[src/rtl/maple_rx_framer.sv]
// Maple frame parser between the Maple receiver and the FX2 slave-FIFO bridge.
// Optional feature macro: MAPLE_STATUS_BYTE_EN (append a status byte to every packet).
module maple_rx_framer #(
    parameter int MAX_WORDS = 255,
    parameter int CNT_W     = 16
) (
    input  logic             i_clk,
    input  logic             i_reset,
    input  logic             i_rx_busy,
    input  logic             i_rx_write,
    input  logic [7:0]       i_rx_data,
    output logic             o_out_write,
    output logic [7:0]       o_out_data,
    output logic             o_out_last,
    output logic             o_out_abort,
    output logic             o_frame_ok,
    output logic             o_frame_err,
    output logic [3:0]       o_err_code,
    output logic [CNT_W-1:0] o_frame_count,
    output logic [CNT_W-1:0] o_err_count
);

    // state   | meaning
    // IDLE    | waiting for rx_busy
    // HEADER  | collecting length, src, dst, cmd
    // PAYLOAD | collecting length*4 payload bytes
    // CHECK   | comparing the checksum byte
    // DRAIN   | dropping surplus bytes until rx_busy falls
    // STATUS  | one-cycle status report
    typedef enum logic [2:0] {
        S_IDLE, S_HEADER, S_PAYLOAD, S_CHECK, S_DRAIN, S_STATUS
    } state_t;

    localparam logic [7:0] LP_MAX = 8'(MAX_WORDS);

    state_t           r_state;
    logic [1:0]       r_hdr_idx;
    logic [7:0]       r_len;
    logic [9:0]       r_cnt;
    logic [7:0]       r_acc;
    logic [3:0]       r_err;
    logic             r_out_write;
    logic [7:0]       r_out_data;
    logic             r_out_last;
    logic             r_out_abort;
    logic             r_frame_ok;
    logic             r_frame_err;
    logic [CNT_W-1:0] r_frame_count;
    logic [CNT_W-1:0] r_err_count;

    state_t           w_byte_next;
    logic             w_fwd;
    logic [3:0]       w_err_set;
    logic             w_short;
`ifndef MAPLE_STATUS_BYTE_EN
    logic             w_last;
`endif

    // Effect of the current rx byte, before considering rx_busy falling.
    always_comb begin
        w_byte_next = r_state;
        w_fwd       = 1'b0;
        w_err_set   = 4'b0000;
`ifndef MAPLE_STATUS_BYTE_EN
        w_last      = 1'b0;
`endif
        if (i_rx_write) begin
            case (r_state)
                S_HEADER: begin
                    w_fwd = 1'b1;
                    if (r_hdr_idx == 2'd3) begin
                        if (r_len == 8'd0) begin
                            w_byte_next = S_CHECK;
                        end else if (r_len > LP_MAX) begin
                            w_byte_next  = S_DRAIN;
                            w_err_set[3] = 1'b1;
                        end else begin
                            w_byte_next = S_PAYLOAD;
                        end
                    end
                end
                S_PAYLOAD: begin
                    w_fwd = 1'b1;
                    if (r_cnt == 10'd1) w_byte_next = S_CHECK;
                end
                S_CHECK: begin
                    w_fwd       = 1'b1;
                    w_byte_next = S_DRAIN;
`ifndef MAPLE_STATUS_BYTE_EN
                    w_last      = 1'b1;
`endif
                    if (i_rx_data != r_acc) w_err_set[2] = 1'b1;
                end
                S_DRAIN: begin
                    // surplus bytes after an overlength header are expected, not "long"
                    if (!r_err[3]) w_err_set[1] = 1'b1;
                end
                default: ;
            endcase
        end
        w_short = !i_rx_busy && (w_byte_next != S_DRAIN) &&
                  ((r_state == S_HEADER) || (r_state == S_PAYLOAD) || (r_state == S_CHECK));
    end

    always_ff @(posedge i_clk) begin
        if (i_reset) begin
            r_state       <= S_IDLE;
            r_hdr_idx     <= 2'd0;
            r_len         <= 8'd0;
            r_cnt         <= 10'd0;
            r_acc         <= 8'd0;
            r_err         <= 4'd0;
            r_out_write   <= 1'b0;
            r_out_data    <= 8'd0;
            r_out_last    <= 1'b0;
            r_out_abort   <= 1'b0;
            r_frame_ok    <= 1'b0;
            r_frame_err   <= 1'b0;
            r_frame_count <= '0;
            r_err_count   <= '0;
        end else begin
            r_out_write <= 1'b0;
            r_out_last  <= 1'b0;
            r_out_abort <= 1'b0;
            r_frame_ok  <= 1'b0;
            r_frame_err <= 1'b0;
            if (w_fwd) begin
                r_out_write <= 1'b1;
                r_out_data  <= i_rx_data;
`ifndef MAPLE_STATUS_BYTE_EN
                r_out_last  <= w_last;
`endif
            end
            case (r_state)
                S_IDLE: begin
                    if (i_rx_busy) begin
                        r_state   <= S_HEADER;
                        r_acc     <= 8'd0;
                        r_err     <= 4'd0;
                        r_hdr_idx <= 2'd0;
                    end
                end
                S_STATUS: begin
                    r_state <= S_IDLE;
                    if (r_err == 4'd0) begin
                        r_frame_ok <= 1'b1;
                        if (r_frame_count != {CNT_W{1'b1}}) r_frame_count <= r_frame_count + 1'b1;
                    end else begin
                        r_frame_err <= 1'b1;
                        if (r_err_count != {CNT_W{1'b1}}) r_err_count <= r_err_count + 1'b1;
                    end
`ifdef MAPLE_STATUS_BYTE_EN
                    r_out_write <= 1'b1;
                    r_out_last  <= 1'b1;
                    r_out_data  <= {4'b0000, r_err};
`else
                    r_out_abort <= r_err[0] | r_err[3];
`endif
                end
                default: begin
                    if (i_rx_write && (r_state == S_HEADER)) begin
                        r_acc     <= r_acc ^ i_rx_data;
                        r_hdr_idx <= r_hdr_idx + 2'd1;
                        if (r_hdr_idx == 2'd0) r_len <= i_rx_data;
                        if (r_hdr_idx == 2'd3) r_cnt <= {r_len, 2'b00};
                    end
                    if (i_rx_write && (r_state == S_PAYLOAD)) begin
                        r_acc <= r_acc ^ i_rx_data;
                        r_cnt <= r_cnt - 10'd1;
                    end
                    r_err   <= r_err | w_err_set | {3'b000, w_short};
                    r_state <= i_rx_busy ? w_byte_next : S_STATUS;
                end
            endcase
        end
    end

    assign o_out_write   = r_out_write;
    assign o_out_data    = r_out_data;
    assign o_out_last    = r_out_last;
    assign o_out_abort   = r_out_abort;
    assign o_frame_ok    = r_frame_ok;
    assign o_frame_err   = r_frame_err;
    assign o_err_code    = r_err;
    assign o_frame_count = r_frame_count;
    assign o_err_count   = r_err_count;

endmodule

[config.mk]
export PLATFORM = sky130hd
export DESIGN_NAME = maple_rx_framer
export DESIGN_NICKNAME = d
export VERILOG_FILES = /design/src/rtl/maple_rx_framer.sv
export SDC_FILE = /design/constraint.sdc
export NUM_CORES = 1
export LEC_CHECK = 0
export BUFFER_PORTS_ARGS = -buffer_cell sky130_fd_sc_hd__clkbuf_2
export CAP_MARGIN = 20
export CORE_UTILIZATION = 40
export CTS_CLUSTER_SIZE = 10
export DETAILED_ROUTE_END_ITERATION = 6
export GPL_TIMING_DRIVEN = 1
export PLACE_DENSITY_LB_ADDON = 0.08
export SLEW_MARGIN = 20
export SYNTH_ARGS = -nofsm -noshare
export SYNTH_HDL_FRONTEND = slang
export SYNTH_SLANG_ARGS = --single-unit
[constraint.sdc]
create_clock -name i_clk -period 4.2 [get_ports i_clk]
set_input_delay 0.84 -clock i_clk [delete_from_list [all_inputs] [get_ports i_clk]]
set_output_delay 0.84 -clock i_clk [all_outputs]
set_load 0.03 [all_outputs]
==> flow_summary.toml <==
[global_route]
grt_overflow = 0
grt_util_all_layers = 0.193
grt_max_degree = 38
grt_pass1_wl_microns = 15400
grt_pass1_vias = 3200
grt_antenna_before_repair = 0

[cts]
post_cts_buffers = 0
cts_resized = 0
cts_tree = "done"
cts_made_buffers = 9
clk_pin_slew_ps = 80
cts-htree-levels = 3
clkLatencyLatePin_ps = 360
cts_buffer_depth = 2
cts_hold_buf = 0
clock_sinks = 80
cts_root_buf = "clkbuf_8"

[sta]
hold_viol = 0
setup_ws_ps = 1800
rsz0062_at_grt = "no"
skew_ps = 12.2
finalWorstPathRequiredPeriod_ps = 2400
worst_pin_slew_ps = 785
max_slew_margin = 0.477
setup_viol = 0
maxSlewViolCount = 0
max_freq_ghz = 0.416
layout_worst_path_cycle_share = 0.572
tns_ps = 0

[critical_path]
critPathBufInv = 0
cp_max_fo = 20
cp.required_ps = 4480
path_depth = 5
crit_start = "r_state[1]"
cp.arrival_ps = 2680
cpMaxStageDelayCell = "dfxtp_1"
max_stage_delay_ps = 700
criticalPathCategory = "flop to flop"
worst_setup_path_start_kind = "flop"
path_cells = "nand4bb_1 -> o31a_1 -> nor2_2 -> nand2_1 -> a21oi_1"
cp-endpoint = "r_acc[7]"
cp_top_family = "simple AND/OR/NAND/NOR gates"
reg2regPathDepth = 5
r2r_start = "r_state[1]"
cp-end-kind = "flop"
rrSetupSlack_ps = 1800
r2r-end = "r_acc[7]"

[synth]
synth_nets = 486
synth_edf_count = 0
synth_xor_xnor_area_share = 0.0472
synth_simple_gate_area_frac = 0.300
synthAdderAreaFrac = 0.0193
synth-seq-cells = 80
synth_cell_types = 57
synth_top_family_by_area = "simple AND/OR/NAND/NOR gates"
synthArstFlopShare = 0
synth-compound-area-share = 0.145
synthMuxAreaShare = 0.0337
syn_avg_cell_area_sq_um = 8.33
netlist_area_sq_um = 3900
ys_seq_area_frac = 0.411
ys.warnings.count = 0
netlist_instances = 468
yosys_most_used_dff = "dfxtp_1"

[placed_design]
port_buffers = 60
pre_cts_ws_ps = 1600
detailedPlacementHpwl_microns = 6440
place.gp.congestion = 0.770

[route]
dr.first_iter.drc_count = 132
drc = 0
vias = 3492
firstDrtPassIters = 5
routed_via_density = 5.31
postRouteAntennaNets = 0
drt-wirelength-per-cell_microns = 13.9
wl_microns = 9130

[layout]
final_common_cell = "dfxtp_1"
drive_above_1_share = 0.181
num_antenna_cells = 0
fillCellCount = 946
nNetsFinal = 542
final_cell_mix = "80 x dfxtp_1, 66 x nor2_1, 60 x clkbuf_2"
area_delta_synth_final_pct = 17.7

[pwr]
p_seq_frac = 0.451
swShare = 0.240
ir_drop_uv = 190
p_leak_uw = 0.00171
power.density_nw_per_um2 = 389
clock_power_share = 0.451
power_frac_comb = 0.098
p_int_uw = 1360
p_sw_uw = 428

[die]
die_y_microns = 101
core_sq_um = 9330
die_area_sq_um = 10100
die_w_microns = 101
initial_core_util = 0.418
ios = 61
num_rows = 35

[job]
maxCapViolations = 0

[min_path]
min_from = "r_len[5]"
hold_path_class = "flop to flop"

[status]
run_status = "finished, final reports clean"
## worst min-delay path by stage
stage | end | slack [ps] | cells past startpoint
after floorplan | r_len[6] | 450 | 2
after global placement | r_len[0] | 470 | 2
after detailed placement | r_cnt[9] | 470 | 2
after CTS | r_len[5] | 490 | 2
after global routing | r_len[6] | 510 | 2
final | r_len[5] | 480 | 2
## worst register-to-register path: cells and delay by family (launching register included)
family             cells  cell delay, ps
DFF                    1             700
and+or+nand+nor        3            1080
AOI/OAI and AO/OA      2             560
## power groups by stage
stage                     clock network, uW  logic (uW)  registers [uW]
after global placement                    0         173             822
final                                   805         174             805
after global routing                    862         195             809
after CTS                               830         175             805
after detailed placement                  0         174             823
after floorplan                           0         120             827
## area by class of cell
class | instances | area (sq um) | area share
multi-input combinational | 349 | 2130 | 0.464
sequential | 80 | 1600 | 0.349
timing repair buffer | 64 | 330 | 0.0720
clock inverter | 7 | 168 | 0.0366
tap | 129 | 161 | 0.0352
clock buffer | 9 | 124 | 0.0270
inverter | 20 | 75.1 | 0.0164
## flip-flops by register name (all words and copies together) (netlist names)
| signal | cells |
|---|---|
| o_err_count | 16 |
| o_frame_count | 16 |
| r_cnt | 10 |
| o_out_data | 8 |
| r_acc | 8 |
| r_len | 8 |
| o_err_code | 4 |
| r_state | 3 |
| r_hdr_idx | 2 |
| o_frame_err | 1 |
| o_frame_ok | 1 |
| o_out_abort | 1 |
| o_out_last | 1 |
| o_out_write | 1 |
## stage by stage
step | power, uW | hold WS (ps) | utilization | instances | cell area, sq um
6_report | 1780 | 484 | 0.492 | 658 | 4590
5_1_grt | 1870 | 506 | 0.492 | 658 | 4590
4_1_cts | 1810 | 489 | 0.492 | 658 | 4590
3_5_place_dp | 997 | 474 | 0.460 | 642 | 4300
3_3_place_gp | 995 | 468 | 0.460 | 642 | 4300
2_1_floorplan | 946 | 446 | - | 468 | 3900
## cells in the mapped netlist, types with 7 or more instances
cell type / n / area [sq um]
dfxtp_1: 80 / 1600
nor2_1: 66 / 248
nand2_1: 41 / 154
a21oi_1: 35 / 175
o21ai_0: 27 / 135
inv_1: 20 / 75.1
xnor2_1: 20 / 175
nand3_1: 19 / 95.1
nor3_1: 16 / 80.1
clkbuf_1: 14 / 52.6
nor4_1: 13 / 81.3
mux2i_1: 12 / 120
nand4_1: 12 / 75.1
and3_1: 7 / 43.8
## logic make-up (layout without fill, tap and decap cells)
logic type / count (synthesis) / after routing
AOI/OAI and AO/OA: 94 / 94
xor gates and xnor gates: 21 / 21
muxes: 13 / 13
buffers and inverters: 39 / 100
and+or+nand+nor: 215 / 215
adders and majority gates: 6 / 6
DFF: 80 / 80
## routing by layer
metal  share of wire  routed length [microns]  global-route usage
met5               0                        0                   0
met4          0.0099                       90              0.0613
met3           0.032                      292              0.0451
met2            0.45                     4090               0.293
met1            0.51                     4650               0.270
Power figures use the tool's default switching activity.
